==> config.mk <==
export PLATFORM = sky130hd
export DESIGN_NAME = mem_port_arbiter
export DESIGN_NICKNAME = d
export VERILOG_FILES = /design/src/rtl/mem_port_arbiter.sv
export SDC_FILE = /design/constraint.sdc
export NUM_CORES = 1
export LEC_CHECK = 0
export CAP_MARGIN = 20
export CORE_MARGIN = 1
export CORE_UTILIZATION = 43
export DETAILED_ROUTE_END_ITERATION = 7
export PLACE_DENSITY = 0.79
export SLEW_MARGIN = 10
export SYNTH_ARGS = -nofsm -noshare
export SYNTH_HDL_FRONTEND = slang
export SYNTH_SLANG_ARGS = --single-unit
==> constraint.sdc <==
create_clock -name clk -period 8.1 [get_ports clk]
set_input_delay 1.62 -clock clk [delete_from_list [all_inputs] [get_ports clk]]
set_output_delay 1.62 -clock clk [all_outputs]
set_load 0.01 [all_outputs]
==> src/rtl/mem_port_arbiter.sv <==
// Two-port arbiter/sequencer for the unified instruction/data memory.
// m0 = CPU port, m1 = loader/debug port; round-robin on conflict,
// fixed-latency access, one-cycle ack with captured read data.
module mem_port_arbiter #(
  parameter int unsigned ADDR_W  = 32,
  parameter int unsigned DATA_W  = 32,
  parameter int unsigned MEM_LAT = 1
) (
  input  logic              clk,
  input  logic              rst,
  input  logic              m0_req,
  input  logic              m0_we,
  input  logic [ADDR_W-1:0] m0_addr,
  input  logic [DATA_W-1:0] m0_wdata,
  output logic              m0_ack,
  output logic [DATA_W-1:0] m0_rdata,
  input  logic              m1_req,
  input  logic              m1_we,
  input  logic [ADDR_W-1:0] m1_addr,
  input  logic [DATA_W-1:0] m1_wdata,
  output logic              m1_ack,
  output logic [DATA_W-1:0] m1_rdata,
  output logic [ADDR_W-1:0] mem_addr,
  output logic [DATA_W-1:0] mem_wdata,
  output logic              mem_we,
  output logic              mem_re,
  input  logic [DATA_W-1:0] mem_rdata,
  output logic              busy
);

  localparam int unsigned CNT_W = 3;
  localparam logic [CNT_W-1:0] CNT_LAST = CNT_W'(MEM_LAT - 1);

  typedef enum logic [1:0] {IDLE, ACCESS, RESP} state_t;

  state_t              state, state_n;
  logic [CNT_W-1:0]    cnt, cnt_n;
  logic                last_gnt, last_gnt_n;
  logic                owner, owner_n;
  logic                we_reg, we_reg_n;
  logic [ADDR_W-1:0]   addr_reg, addr_reg_n;
  logic [DATA_W-1:0]   wdata_reg, wdata_reg_n;
  logic [DATA_W-1:0]   rdata_reg, rdata_reg_n;
  logic                m0_ack_n, m1_ack_n;
  logic [ADDR_W-1:0]   mem_addr_n;
  logic [DATA_W-1:0]   mem_wdata_n;
  logic                mem_we_n, mem_re_n, busy_n;
  logic                win;

  assign m0_rdata = rdata_reg;
  assign m1_rdata = rdata_reg;

  // State and registered outputs; reset aborts any transaction at once.
  always_ff @(posedge clk or posedge rst) begin
    if (rst) begin
      state     <= IDLE;
      cnt       <= '0;
      last_gnt  <= 1'b1;
      owner     <= 1'b0;
      we_reg    <= 1'b0;
      addr_reg  <= '0;
      wdata_reg <= '0;
      rdata_reg <= '0;
      m0_ack    <= 1'b0;
      m1_ack    <= 1'b0;
      mem_addr  <= '0;
      mem_wdata <= '0;
      mem_we    <= 1'b0;
      mem_re    <= 1'b0;
      busy      <= 1'b0;
    end else begin
      state     <= state_n;
      cnt       <= cnt_n;
      last_gnt  <= last_gnt_n;
      owner     <= owner_n;
      we_reg    <= we_reg_n;
      addr_reg  <= addr_reg_n;
      wdata_reg <= wdata_reg_n;
      rdata_reg <= rdata_reg_n;
      m0_ack    <= m0_ack_n;
      m1_ack    <= m1_ack_n;
      mem_addr  <= mem_addr_n;
      mem_wdata <= mem_wdata_n;
      mem_we    <= mem_we_n;
      mem_re    <= mem_re_n;
      busy      <= busy_n;
    end
  end

  // Next state; memory outputs are precomputed for the cycle being entered.
  always_comb begin
    state_n     = state;
    cnt_n       = cnt;
    last_gnt_n  = last_gnt;
    owner_n     = owner;
    we_reg_n    = we_reg;
    addr_reg_n  = addr_reg;
    wdata_reg_n = wdata_reg;
    rdata_reg_n = rdata_reg;
    m0_ack_n    = 1'b0;
    m1_ack_n    = 1'b0;
    mem_addr_n  = '0;
    mem_wdata_n = '0;
    mem_we_n    = 1'b0;
    mem_re_n    = 1'b0;
    // m1 wins if alone, or on conflict when m0 had the last grant
    win         = m1_req & (~m0_req | ~last_gnt);

    unique case (state)
      IDLE: begin
        if (m0_req || m1_req) begin
          owner_n     = win;
          last_gnt_n  = win;
          cnt_n       = '0;
          we_reg_n    = win ? m1_we    : m0_we;
          addr_reg_n  = win ? m1_addr  : m0_addr;
          wdata_reg_n = win ? m1_wdata : m0_wdata;
          state_n     = ACCESS;
          mem_addr_n  = addr_reg_n;
          mem_wdata_n = wdata_reg_n;
          mem_we_n    = we_reg_n;
          mem_re_n    = ~we_reg_n;
        end
      end
      ACCESS: begin
        cnt_n = cnt + CNT_W'(1);
        if (cnt == CNT_LAST) begin
          if (!we_reg) rdata_reg_n = mem_rdata;
          m0_ack_n = ~owner;
          m1_ack_n = owner;
          state_n  = RESP;
        end else begin
          // write strobe only in the first cycle; read enable held throughout
          mem_addr_n  = addr_reg;
          mem_wdata_n = wdata_reg;
          mem_re_n    = ~we_reg;
        end
      end
      RESP:    state_n = IDLE;
      default: state_n = IDLE;
    endcase

    busy_n = (state_n != IDLE);
  end

endmodule

# Yosys cells after proc, flatten, opt, wreduce, memory -nomap -nowiden
# Cells that the tools add are included.
# word_totals
out_inout_bits	133
in_bits	166
regBits	173
# op_classes
eq_ne	2
add_sub_neg	1
n_reduce_logical	8
bitwise	7
mux	23
# ops
op	count
two-way mux 32 bit	6
one-hot mux 32 bit (2 select lines)	2
two-way mux 1 bit	9
one-hot mux 3 bit (2 select lines)	1
inverter 1 bit	5
two-way mux 2 bit	2
one-hot mux 2 bit (2 select lines)	1
AND reduction 2 bit	2
nonzero test 2 bit	2
adder 3 x 1 -> 3 bit (second input constant)	1
zero test 3 bit	1
two-way mux 3 bit	1
AND reduction 3 bit	1
equality test 2 x 1 -> 1 bit (second input constant)	1
zero test 2 bit	1
inequality test 2 bit (second input constant)	1
one-hot mux 1 bit (2 select lines)	1
bitwise AND 1 bit	1
logical OR 1 bit	1
bitwise OR 1 bit	1

# Longest topological paths before layout
# Gate-level depths: netlist of the first run.
# depth
word_depth	7
mapped_depth	7
ltp_nobuf	5

# Worst setup path after synthesis of the first run
# No wires, ideal clock.
# synth_path
kind	in2reg
startpoint	in m1_req
endpoint	reg mem_wdata[10]
n_path_buf	3
slack_ns	5.445
cell_stages	6
setup_ns	0.138
arrival_ns	2.517
path_cell_list	a21bo_2 -> buf_2 -> buf_6 -> buf_6 -> mux2i_1 -> o22ai_1
# synth_between
elab_chain_len	4
elab_cells_between_ends	5
classes_between	3 x mux; 1 x bitwise; 1 x reduce/logical
# synth_lines
item	line_no	source
start: declaration	17	input logic m1_req,
bitwise AND 1 bit	107	win = m1_req & (~m0_req | ~last_gnt);
two-way mux 32 bit	117	wdata_reg_n = win ? m1_wdata : m0_wdata;
two-way mux 32 bit *	111	if (m0_req || m1_req) begin
one-hot mux 32 bit (2 select lines) *	109	unique case (state)
named net mem_wdata_n[10]	46	logic [DATA_W-1:0] mem_wdata_n;
end signal: assignment	83	mem_wdata <= mem_wdata_n;
end: declaration	24	output logic [DATA_W-1:0] mem_wdata,
# Mark *: on every way through the listed nets, which the timed path passes. The rest lies on a longest branch.
# A chain may end at the register's enable or synchronous reset.

# Worst setup path after layout of the first run
# layout_path
startpoint	in m0_req
endpoint	reg wdata_reg[9]
# layout_between
elab_chain_len	4
elab_cells_between_ends	6
classes_between	1 x mux; 3 x bitwise; 2 x reduce/logical
# layout_lines
item	line_no	source
start: declaration	11	input logic m0_req,
inverter 1 bit	107	
bitwise OR 1 bit	107	
bitwise AND 1 bit	107	
two-way mux 32 bit	117	
end signal: assignment	78	wdata_reg <= wdata_reg_n;
end: declaration	42	logic [DATA_W-1:0] wdata_reg, wdata_reg_n;
# Several ways; a longest one is shown, not always the timed one.

==> impl_metrics.yaml, run 1 <==
die:
  core_sq_um: 16600
  ioPinCount: 299
  fp.dieW_um: 132
  initial_core_util: 0.439
  rows: 47
  dieArea_sq_um: 17500
  die_height_um: 132
global_routing:
  grt_pass1_vias: 5557
  antenna_found_initial: 0
  grt_pass1_wl_um: 28900
  grtUsageTotal: 0.214
  grt_overflow_total: 0
  grt_max_degree: 94
clocking:
  root_buffer: "clkbuf_16"
  cts_tree: "yes"
  cts_buffers: 17
  clock_latency_ns: 0.42
  cts_hold_repair.buffers: 0
  clkTransAtPathRegs_ns: 0.07
  cts_setup_buffers: 0
  cts_sinks: 173
  cts_resized: 0
  cts_max_path_buffers: 2
  htree_levels: 4
timing:
  post-route-period-util: 0.447
  fmax_mhz: 276
  layout_setup_ws_ns: 4.48
  rsz0062_at_grt: "false"
  whs_ns: 0.468
  fin_crit_ns: 3.62
  finalSetupViolCount: 0
  slew_headroom: 0.444
  final_max_slew_viol_count: 0
  skew_ns: 0.00944
  fin_setup_tns_ns: 0
  hold_viol_final: 0
  worstMarginPinSlew_ns: 0.835
power_and_ir_drop:
  pwr_density_cell_nw_per_um2: 374
  peakVddDrop_mv: 0.236
  power_mw: 4.05
  p_leak_nw: 4.99
critical_path:
  crit_buf_inv: 2
  crit_chain: "clkdlybuf4s50_1, a21bo_4, buf_4, mux2i_1, mux2i_1"
  cp.depth: 5
  reg2reg_slack_ns: 5.67
  endpoint: "wdata_reg[9]"
  slowest_stage: "buf_4"
  crit_top_cell: "mux2i_1"
  cpPeakStageDelay_ns: 0.64
  cp_max_fo: 35
  reg2reg_depth: 4
  crit_family: "buffers and inverters"
  arrival_ns: 3.90
  cp-end-kind: "flip-flop"
  crit_path_start_kind: "primary input"
  r2r_start: "last_gnt"
  reg2reg_to: "wdata_reg[9]"
  critPathLaunch: "m0_req"
  crit_type: "in2reg"
  cp.required_ns: 8.38
route:
  drt_first_pass_iters: 4
  via_count: 5198
  drt_iter0_drc: 264
  drc: 0
  wire_per_inst_um: 17.1
  drtAntennaViolNets: 0
  via_per_inst: 4.93
  wirelength_um: 18000
cells_and_area:
  finish.net_count: 990
  syn_to_final_growth_pct: 48.4
  drive_gt1_frac: 0.0911
  insertedDiodeCount: 0
synth:
  synth_area_sq_um: 7290
  synthTopCellsByArea: "dfrtp_1 59%, mux2i_1 18%, o22ai_1 5.5%"
  async_flop_share: 1.00
  syn_area_per_cell_sq_um: 13.0
  yosysMostFrequentCell: "dfrtp_1"
  synth_commonest_cells: "172 x dfrtp_1, 132 x mux2i_1, 70 x inv_1"
  netlist_instances: 561
  ys_types: 26
  yosys_warnings: 0
  synth_edf_count: 0
  synth_top_cell_area_share: 0.591
  ys.flop_type: "dfrtp_1"
  ys_ff_latch: 173
  yosysSeqAreaShare: 0.594
  syn-num-nets: 729
  yosysTopAreaCell: "dfrtp_1"
place:
  dp_worst_setup_slack_ns: 4.05
  dp_hpwl_um: 12500
  portBuffers: 298
  gp_congestion: 0.910
min_path:
  hp-class: "reg2reg"
status:
  status: "completed"
flow_run:
  drv_cap: 0
## per-stage QoR
stage	instances	instance area (sq um)	util
CTS	1052	10800	0.649
global route	1054	10800	0.652
global placement	1021	10200	0.613
finish	1054	10800	0.652
floorplan	561	7290	-
detailed placement	1021	10200	0.613
## logic make-up after synthesis
group	synth area share
buffers and inverters	0.0970
muxes	0.231
AOI/OAI and AO/OA	0.0613
and+or+nand+nor	0.0132
DFF	0.594
adders and majority gates	0.00343
## cells in the final DEF, fill, tap and decap left out, drive strengths merged, types with 4 or more instances in the layout
cell type and count:
clkdlybuf4s50 298, nor3 5, clkbuf 18, nor2 4
buf 8, clkinv 5, mux2 32, inv 75
dfrtp 172, nand2 4, mux2i 132, o22ai 64
## layout make-up
| cell class | count | area [sq um] |
|---|---|---|
| sequential | 173 | 4330 |
| inverter | 70 | 268 |
| multi-input combinational | 254 | 2270 |
| timing repair buffer | 306 | 3080 |
| clock buffer | 18 | 439 |
| tap | 220 | 275 |
| clock inverter | 13 | 155 |
| fill | 1256 | 5770 |
## how the worst min path moves through the flow
stage,from,end,cells past startpoint
after global routing,owner,m0_ack,1
after detailed placement,owner,m0_ack,1
after floorplan,owner,m0_ack,1
after global placement,owner,m0_ack,1
after CTS,owner,m0_ack,1
final,owner,m0_ack,1
## where the power goes
group          switching [mW]  internal, mW
clock                   0.350         0.468
sequential              0.171          1.27
combinational           0.828         0.960
total                    1.35          2.70
## routing by layer
layer	GRT usage	wire length, um	vias to the layer above
met4	0.0805	338	0
met3	0.0604	1190	24
met5	0	0	-
met1	0.240	7130	2553
met2	0.384	9390	204
li1	-	-	2417
(Power assumes the default switching activity.)
==> run 2, diff against run 1 <==
Clock period 8.1 ns to 3.52 ns, I/O delays scaled along.
==> run 2 against run 1 <==
- combinational power grew 130%
- first-iteration DRC count grew 3.8%
- sequential cell count is the same
- critical path type unchanged
- core utilization grew 0.098 points
- critical endpoint is now mem_wdata[21]
- setup slack lost 3.3 ns
==> impl_metrics.yaml, run 2 (same netlist as run 1, synthesis figures left out) <==
min_path:
  hp-class: "reg2reg"
flow_run:
  drv_cap: 0
route:
  via_per_inst: 4.99
  via_count: 5267
  drtAntennaViolNets: 0
  wire_per_inst_um: 17.3
  drc: 0
  wirelength_um: 18200
  drt_iter0_drc: 274
  drt_first_pass_iters: 4
critical_path:
  arrival_ns: 2.65
  cp_max_fo: 38
  crit_type: "in2reg"
  crit_path_start_kind: "primary input"
  cp-end-kind: "flip-flop"
  cp.required_ns: 3.84
clocking:
  cts_hold_repair.buffers: 0
  htree_levels: 4
  cts_tree: "yes"
  root_buffer: "clkbuf_16"
  cts_setup_buffers: 0
  cts_sinks: 173
  clock_latency_ns: 0.42
  cts_resized: 0
  cts_max_path_buffers: 2
  cts_buffers: 17
  clkTransAtPathRegs_ns: 0.07
timing:
  fin_setup_tns_ns: 0
  worstMarginPinSlew_ns: 0.914
  rsz0062_at_grt: "false"
  finalSetupViolCount: 0
  skew_ns: 0.00831
  fin_crit_ns: 2.33
  fmax_mhz: 429
  whs_ns: 0.446
  hold_viol_final: 0
  post-route-period-util: 0.663
  slew_headroom: 0.389
  final_max_slew_viol_count: 0
global_routing:
  grtUsageTotal: 0.215
  grt_overflow_total: 0
  grt_pass1_vias: 5521
  grt_max_degree: 87
  antenna_found_initial: 1
  grt_pass1_wl_um: 29000
power_and_ir_drop:
  p_leak_nw: 4.99
  peakVddDrop_mv: 0.480
  pwr_density_cell_nw_per_um2: 858
  power_mw: 9.29
place:
  gp_congestion: 0.914
  portBuffers: 298
  dp_hpwl_um: 13200
  placed_cells: 1023
die:
  die_height_um: 132
  dieArea_sq_um: 17500
  initial_core_util: 0.439
  core_sq_um: 16600
  rows: 47
  fp.dieW_um: 132
  ioPinCount: 299
cells_and_area:
  layout_common_cells: "298 x clkdlybuf4s50_1, 172 x dfrtp_1, 132 x mux2i_1"
  finish.net_count: 990
  final_common_cell: "clkdlybuf4s50_1"
  drive_gt1_frac: 0.0922
  layout.cells.non_filler: 1056
  finish.utilization: 0.653
  syn_to_final_growth_pct: 48.7
status:
  status: "completed"
run 2: cell types whose count changed in the layout (fill, tap and decap cells not counted), moves of 2 or more:
cell        previous run  this run
buf_16                 2         0
clkinvlp_4             1         4
clkinv_4               5         1
buf_12                 0         5
inv_6                  6         4
clkbuf_8               1         4
buf_4                  6         3
clkinv_2               0         2
run 2: final cells by class:
class | instances | area, sq um
Timing Repair Buffer | 306 | 3110
Multi-Input combinational cell | 254 | 2270
Fill cell | 1245 | 5750
Sequential cell | 173 | 4330
Clock inverter | 11 | 106
Antenna cell | 1 | 2.50
Clock buffer | 21 | 480
Inverter | 70 | 267
Tap cell | 220 | 275
run 2: power breakdown:
part | switching, mW | internal (mW) | total (mW)
sequential | 0.412 | 2.93 | 3.34
clock | 0.771 | 1.06 | 1.83
combinational | 1.91 | 2.22 | 4.12
run 2: final timing paths:
check	from	end	slack (ns)	cells after the start
setup reg to reg	cnt[0]	mem_wdata[17]	1.30	6
min in group asynchronous	rst	m0_rdata[9]	0.68	2
max in group asynchronous	rst	mem_addr[23]	2.03	3
hold / removal	owner	m0_ack	0.45	1
hold reg to reg	owner	m0_ack	0.45	1
setup / recovery	m0_req	mem_wdata[21]	1.19	5
run 2: worst max-delay path, stage by stage:
cell	delay, ns
clkdlybuf4s50_1	0.53
nor2_1	0.10
or3_2	0.78
buf_12	0.31
o22ai_1	0.19
run 2: stage by stage:
step | worst slack [ns] | area [sq um]
global placement | 0.837 | 10200
floorplan | 0.606 | 7290
global route | 1.13 | 10800
finish | 1.19 | 10800
detailed placement | 0.790 | 10200
CTS | 1.22 | 10800
run 2: routing by layer:
metal  track usage  vias up  share of wire
met3        0.0557       32          0.060
met1         0.249     2594           0.39
met2         0.378      220           0.52
li1              -     2421              -
met5             0        -              0
met4        0.0875        0          0.026
==> run 3, diff against run 2 <==
Settings changed: CORE_UTILIZATION 43 to 39, PLACE_DENSITY 0.79 to 0.76.
Clock period 3.52 ns to 2.1 ns, I/O delays scaled along.
==> run 3 against run 2 <==
- the run now ends with design-rule violations left
- final area is 1.2% higher
- register-to-register slack worse by 0.90 ns
- hold slack worse by 0.026 ns
- critical endpoint is now m0_rdata[28]
==> impl_metrics.yaml, run 3 (same netlist as run 1, synthesis figures left out) <==
timing:
  final_max_slew_viol_count: 0
  slew_headroom: 0.669
  post-route-period-util: 0.862
  rsz0062_at_grt: "false"
  hold_viol_final: 0
  finalSetupViolCount: 0
  fmax_mhz: 553
  worstMarginPinSlew_ns: 0.497
  skew_ns: 0.00839
  fin_setup_tns_ns: 0
  layout_setup_ws_ns: 0.291
  fin_crit_ns: 1.81
critical_path:
  cp.required_ns: 1.68
  crit_buf_inv: 1
  crit_path_start_kind: "flip-flop"
  arrival_ns: 1.39
  cp_max_fo: 3
  crit_family: "buffers and inverters"
  slowest_stage: "clkdlybuf4s50_1"
  crit_type: "reg2out"
  cpPeakStageDelay_ns: 0.56
  crit_chain: "clkdlybuf4s50_1"
  cp-end-kind: "primary output"
global_routing:
  grt_max_degree: 90
  antenna_found_initial: 0
  met2_usage: 0.348
  grt_overflow_total: 0
  grt_pass1_vias: 5481
  grtUsageMet1: 0.228
  top_usage_layer: "met2"
  grtUsageTotal: 0.194
  use_met3: 0.0521
  grt_pass1_wl_um: 29100
clocking:
  cts_sinks: 173
  root_buffer: "clkbuf_16"
  clkTransAtPathRegs_ns: 0.07
  clock_latency_ns: 0.43
  cts_resized: 0
  htree_levels: 4
  cts_hold_repair.buffers: 0
  cts_tree: "yes"
  cts_setup_buffers: 0
  cts_max_path_buffers: 2
  cts_buffers: 17
route:
  wirelength_um: 17600
  drt_first_pass_iters: 7
  drc: 25
  via_count: 5213
  wire_per_inst_um: 16.3
  drtAntennaViolNets: 0
  via_per_inst: 4.85
  drt_iter0_drc: 225
power_and_ir_drop:
  p_leak_nw: 5.05
  peakVddDrop_mv: 0.837
  power_mw: 15.6
  pwr_density_cell_nw_per_um2: 1420
die:
  die_height_um: 139
  ioPinCount: 299
  rows: 49
  fp.dieW_um: 139
  dieArea_sq_um: 19200
  initial_core_util: 0.402
  core_sq_um: 18100
cells_and_area:
  multi_input_area_sq_um: 2270
  drive_gt1_frac: 0.103
  layout_common_cells: "298 x clkdlybuf4s50_1, 172 x dfrtp_1, 132 x mux2i_1"
  finish.utilization: 0.604
  finish.net_count: 1001
  seq_area_sq_um: 4330
  fillers: 1456
  syn_to_final_growth_pct: 50.5
  final_common_cell: "clkdlybuf4s50_1"
  insertedDiodeCount: 0
  layout.cells.non_filler: 1075
place:
  dp_hpwl_um: 12700
  gp_congestion: 0.724
  portBuffers: 298
  dp_worst_setup_slack_ns: -0.0522
  placed_cells: 1043
status:
  status: "complete, but fails checks"
  violations: "design-rule violations"
min_path:
  hp-class: "in2async"
flow_run:
  drv_cap: 0
-- run 3: cell types whose count changed in the layout (fill, tap and decap cells not counted) --
| cell | delta |
|---|---|
| buf_12 | +5 |
| buf_4 | +6 |
| clkbuf_1 | +1 |
| clkbuf_8 | -2 |
| clkinv_2 | +1 |
| clkinv_4 | +1 |
| diode_2 | -1 |
| inv_6 | -1 |
-- run 3: final cells by class --
class | count | area share
clock buffer | 20 | 0.0416
clock inverter | 12 | 0.0102
inverter | 70 | 0.0243
multi-input combinational | 254 | 0.207
sequential | 173 | 0.395
tap | 229 | 0.0261
timing repair buffer | 317 | 0.296
-- run 3: worst paths after layout --
| kind | from | endpoint | slack, ns | cells after the start |
|---|---|---|---|---|
| worst max-delay path | m0_rdata[28] | m0_rdata[28] | 0.29 | 1 |
| worst min-delay path | rst | m0_rdata[22] | 0.42 | 3 |
| worst max register to register | cnt[0] | m0_rdata[14] | 0.40 | 6 |
| worst min register to register | owner | m0_ack | 0.44 | 1 |
| max in group asynchronous | rst | addr_reg[7] | 1.19 | 3 |
| min in group clk | owner | m0_ack | 0.44 | 1 |
-- run 3: layer usage --
layer  wire [um]  share of wire
met1        6960           0.40
met2        9370           0.53
met3        1060          0.060
met4         176          0.010
met5           0              0
-- run 3: metrics by stage --
| step | hold slack [ns] | cell area (sq um) |
|---|---|---|
| after global routing | 0.440 | 11000 |
| after CTS | 0.416 | 11000 |
| after global placement | 0.429 | 10400 |
| after floorplan | 0.412 | 7290 |
| final | 0.420 | 11000 |
| after detailed placement | 0.430 | 10400 |
-- run 3: worst reg2reg max path, stage by stage (launching register included) --
cell      delay (ns)
dfrtp_1         0.38
inv_1           0.09
ha_1            0.15
nand2b_1        0.16
nor3_4          0.19
buf_12          0.23
mux2_2          0.38
-- run 3: where the power goes --
group	total, mW	switching, mW	internal, mW
Clock	3.02	1.32	1.70
Combinational	6.98	3.16	3.82
Sequential	5.57	0.661	4.91
Total	15.6	5.14	10.4
